--- config.mk ---
export PLATFORM = sky130hd
export DESIGN_NAME = mem_port_arbiter
export DESIGN_NICKNAME = d
export VERILOG_FILES = /design/src/rtl/arb_pkg.sv /design/src/rtl/arb_starve_counter.sv /design/src/rtl/mem_port_arbiter.sv
export SDC_FILE = /design/constraint.sdc
export NUM_CORES = 1
export LEC_CHECK = 0
export ABC_AREA = 1
export ABC_CLOCK_PERIOD_IN_PS = 2500
export CAP_MARGIN = 20
export CORE_MARGIN = 2
export CORE_UTILIZATION = 32
export DETAILED_ROUTE_END_ITERATION = 8
export PLACE_DENSITY = 0.83
export SLEW_MARGIN = 20
export SYNTH_ARGS = -nofsm -noshare
export SYNTH_HDL_FRONTEND = slang
export SYNTH_SLANG_ARGS = --single-unit
--- constraint.sdc ---
create_clock -name clk -period 2.5 [get_ports clk]
set_input_delay 0.75 -clock clk [delete_from_list [all_inputs] [get_ports clk]]
set_output_delay 0.75 -clock clk [all_outputs]
set_load 0.01 [all_outputs]
--- src/rtl/arb_pkg.sv ---
// Shared types for the IF/MEM memory-port arbiter.
package arb_pkg;

    typedef enum logic [1:0] {
        IDLE    = 2'b00,
        GRANT_D = 2'b01,
        GRANT_I = 2'b10
    } arb_state_e;

    localparam int ARB_STARVE_LIMIT = 4;

endpackage

--- src/rtl/arb_starve_counter.sv ---
// Saturating counter of data grants taken while a fetch waits.
module arb_starve_counter #(
    parameter int CNT_W = 3,
    parameter int LIMIT = 4
) (
    input  logic clk,
    input  logic rst,
    input  logic inc,
    input  logic clr,
    output logic at_limit
);

    localparam logic [CNT_W-1:0] LIM = CNT_W'(LIMIT);

    logic [CNT_W-1:0] cnt;

    assign at_limit = (cnt == LIM);

    always_ff @(posedge clk or posedge rst) begin
        if (rst) begin
            cnt <= '0;
        end else if (clr) begin
            cnt <= '0;
        end else if (inc && !at_limit) begin
            cnt <= cnt + 1'b1;
        end
    end

endmodule

--- src/rtl/mem_port_arbiter.sv ---
// Shares one controller port between fetch and data; data wins unless
// the fetch has been starved for STARVE_LIMIT consecutive data grants.
module mem_port_arbiter
    import arb_pkg::*;
#(
    parameter int ADDR_W       = 32,
    parameter int DATA_W       = 32,
    parameter int STARVE_LIMIT = ARB_STARVE_LIMIT,
    parameter int CNT_W        = 3
) (
    input  logic              clk,
    input  logic              rst,
    input  logic              i_req,
    input  logic [ADDR_W-1:0] i_addr,
    output logic [DATA_W-1:0] i_rdata,
    output logic              i_ready,
    input  logic              d_rd_en,
    input  logic              d_wr_en,
    input  logic [ADDR_W-1:0] d_addr,
    input  logic [DATA_W-1:0] d_wdata,
    output logic [DATA_W-1:0] d_rdata,
    output logic              d_ready,
    output logic              m_req,
    output logic              m_we,
    output logic [ADDR_W-1:0] m_addr,
    output logic [DATA_W-1:0] m_wdata,
    input  logic [DATA_W-1:0] m_rdata,
    input  logic              m_ready,
    output logic              grant_i,
    output logic              grant_d
);

    arb_state_e state;
    arb_state_e state_nxt;

    logic d_req;
    logic grant_start;
    logic at_limit;
    logic cnt_inc;
    logic cnt_clr;

    assign d_req = d_rd_en | d_wr_en;

    always_comb begin
        state_nxt = state;
        case (state)
            IDLE: begin
                if (i_req && at_limit) begin
                    state_nxt = GRANT_I;
                end else if (d_req) begin
                    state_nxt = GRANT_D;
                end else if (i_req) begin
                    state_nxt = GRANT_I;
                end
            end
            GRANT_D, GRANT_I: begin
                if (m_ready) begin
                    state_nxt = IDLE;
                end
            end
            default: state_nxt = IDLE;
        endcase
    end

    assign grant_start = (state == IDLE) && (state_nxt != IDLE);
    assign cnt_inc     = grant_start && (state_nxt == GRANT_D) && i_req;
    assign cnt_clr     = (state == IDLE) && (!i_req || state_nxt == GRANT_I);

    arb_starve_counter #(
        .CNT_W (CNT_W),
        .LIMIT (STARVE_LIMIT)
    ) u_starve (
        .clk      (clk),
        .rst      (rst),
        .inc      (cnt_inc),
        .clr      (cnt_clr),
        .at_limit (at_limit)
    );

    // Controller-side signals are latched once per grant and held to completion.
    always_ff @(posedge clk or posedge rst) begin
        if (rst) begin
            state   <= IDLE;
            m_req   <= 1'b0;
            m_we    <= 1'b0;
            m_addr  <= '0;
            m_wdata <= '0;
        end else begin
            state <= state_nxt;
            if (grant_start) begin
                m_req <= 1'b1;
                if (state_nxt == GRANT_D) begin
                    m_we    <= d_wr_en;
                    m_addr  <= d_addr;
                    m_wdata <= d_wdata;
                end else begin
                    m_we    <= 1'b0;
                    m_addr  <= i_addr;
                    m_wdata <= '0;
                end
            end else if (state != IDLE && m_ready) begin
                m_req <= 1'b0;
            end
        end
    end

    assign grant_d = (state == GRANT_D);
    assign grant_i = (state == GRANT_I);

    assign d_ready = ~d_req | (grant_d & m_ready);
    assign i_ready = ~i_req | (grant_i & m_ready);

    assign d_rdata = m_rdata;
    assign i_rdata = m_rdata;

    ready_in_idle: assert property (
        @(posedge clk) disable iff (rst) (state == IDLE) |-> !m_ready
    );

    data_held_in_grant: assert property (
        @(posedge clk) disable iff (rst) (state == GRANT_D) |-> d_req
    );

endmodule

==> impl_metrics.yaml <==
timing:
  slew_viol_final: 0
  finalCritPeriodShare: 0.935
  worst_slew_pin_slew_ps: 382
  fin_crit_ps: 2340
  setup_viol: 0
  finClkSkew_ps: 5.39
  fin_tns_setup_ps: 0
  finalWorstSetupSlack_ps: 163
  hold_viol_final: 0
  rsz0062_at_grt: "false"
  max_freq_ghz: 0.428
  max_slew_margin: 0.746
cells_and_area:
  n_antenna_cell: 0
  multi_input_area_um2: 1330
  drive_above_1_share: 0.0594
  finalInstanceArea_um2: 5650
  final_util: 0.474
  fill_cells: 1131
  layout_common_cells: "nand2_1 (210), clkdlybuf4s50_1 (168), dfrtp_1 (71)"
  nets: 758
  final_common_cell: "nand2_1"
  regArea_um2: 1780
  syn_to_final_growth_pct: 45.3
route:
  num_vias: 3356
  antenna_left: 0
  firstDrtPassIters: 4
  drt-total-wl_um: 9900
  routed_via_density: 4.36
  drc: 0
  wl_per_cell_um: 12.9
  drtIter0Drc: 136
power:
  total_power_mw: 6.86
  power_density_nw_per_um2: 1210
  p_leak_nw: 2.82
  max-vdd-ir-drop_mv: 0.604
logic_synthesis:
  ys_seq_elements: 71
  synthesis.area_um2: 3880
  synth.net_count: 647
  ys.flop_type: "dfrtp_1"
  seq_area_frac_synth: 0.457
  ys_warn_count: 0
  ys_types: 20
  syn_inst: 507
  syn_area_per_cell_um2: 7.66
  synth-edff-count: 0
  async_flop_share: 1.00
critical_path:
  critPathLaunchType: "flop"
  critPathBufInv: 2
  r2r_start: "state[0]"
  crit_slowest_cell: "clkdlybuf4s50_1"
  crit_fanout: 5
  worstSetupPathType: "flop to primary output"
  cp_top_family: "buffers and inverters"
  r2r_setup_slack_ps: 480
  r2r_cells: 12
  crit_chain: "inv_1 -> ha_1 -> clkdlybuf4s50_1"
  arrival_ps: 1590
  crit_required_ps: 1750
  worst_setup_path_end_kind: "primary output"
  r2r-end: "m_wdata[29]"
  max_stage_delay_ps: 540
floorplanning:
  fp.dieW_um: 114
  core_um2: 11900
  start_util: 0.326
  die_y_um: 114
  rows: 40
  io_pins: 268
  die_area_um2: 13000
clocking:
  numCtsBuffers: 9
  root_buffer: "clkbuf_16"
  cts_tree: "built"
  clkSinkCount: 71
  clock_latency_ps: 330
  path_clk_slew_ps: 60
  cts.htree.levels: 3
  cts_setup_buffers: 0
  clockBufferDepth: 2
placement:
  port_buffers: 171
  gp_congestion: 0.776
  dp_slack_ps: -247
  dpl_cell_area_um2: 5350
  post-dp-hpwl_um: 7270
min_path:
  min_to: "m_addr[4]"
  hold_depth: 2
  hold_start: "m_addr[4]"
  hp-class: "flop to flop"
run_status:
  status: "finished, final reports clean"
global_route:
  grt_overflow_total: 0
  grt_pass1_vias: 3086
  grt_use_total: 0.150
  antenna_found_initial: 0
  grt_max_degree: 42
  grt_pass1_wl_um: 15400
flow_run:
  cap_violations: 0
## synthesized netlist by cell type, types with 5 or more instances
cell / count / area share
buf_2: 7 / 0.0090
nand3_1: 42 / 0.054
nand2_1: 210 / 0.20
nor2_1: 5 / 0.0048
inv_1: 44 / 0.043
clkbuf_1: 9 / 0.0087
ha_1: 6 / 0.019
dfrtp_1: 71 / 0.46
buf_6: 5 / 0.014
buf_4: 65 / 0.13
o21ai_0: 15 / 0.019
o21ai_1: 18 / 0.023
## routing by layer
| metal | GRT usage | up-vias | part of all wire |
|---|---|---|---|
| li1 | - | 1709 | - |
| met1 | 0.190 | 1514 | 0.44 |
| met2 | 0.242 | 118 | 0.48 |
| met3 | 0.0434 | 15 | 0.071 |
| met4 | 0.0610 | 0 | 0.017 |
| met5 | 0 | - | 0 |
## worst max path at each step
stage          startpoint           to  slack [ps]  cells after the start
2_1_floorplan     d_wr_en   m_addr[10]         590                     12
3_3_place_gp      m_ready      d_ready        -240                      4
3_5_place_dp      m_ready      d_ready        -250                      4
4_1_cts           d_wr_en      d_ready          40                      5
5_1_grt             i_req  m_wdata[29]          90                     13
6_report         state[0]      grant_i         160                      3
## worst register-to-register path, delay by kind of cell, from the launching register on
| kind | cells | cell delay (ps) |
|---|---|---|
| flops | 1 | 430 |
| simple gates | 5 | 480 |
| buf+inv | 4 | 460 |
| compound gates | 2 | 300 |
| fa+ha+maj | 1 | 260 |
## stage by stage
step,hold slack [ps],std cells
floorplan,503,507
global route,498,770
global placement,460,754
detailed placement,464,754
finish,474,770
CTS,480,770
## layout make-up
cell class	count	area share
Sequential cell	71	0.315
Clock buffer	10	0.0406
Tap cell	147	0.0326
Inverter	46	0.0312
Clock inverter	6	0.0124
Timing Repair Buffer	186	0.333
Multi-Input combinational cell	304	0.236
## report_power, final
group / switching (mW) / leakage [nW] / internal, mW
Clock: 0.485 / 0.135 / 0.777
Combinational: 1.90 / 1.79 / 1.73
Sequential: 0.279 / 0.893 / 1.69
Total: 2.66 / 2.82 / 4.20
## registers in the layout, indices dropped and copies added, names as in the netlist
name	count
m_we	1
state	2
u_starve.cnt	3
m_addr	32
m_req	1
m_wdata	32
## cells by family (layout without fill, tap and decap cells)
kind of cell               count (synthesis)  in the layout  synth area share
and+or+nand+nor                          260            260             0.267
buffers and inverters                    132            248             0.202
DFF                                       71             71             0.457
AOI/OAI and AO/OA                         37             37            0.0522
adders and majority gates                  6              6            0.0193
xor gates and xnor gates                   1              1           0.00225
## repair_timing
item                                    CTS  global route
endpoints found under the hold margin     0             0
endpoints found under the setup margin    2             1
hold buffers                              0             0
resized for setup                         4             1
Power figures use the tool's default switching activity.
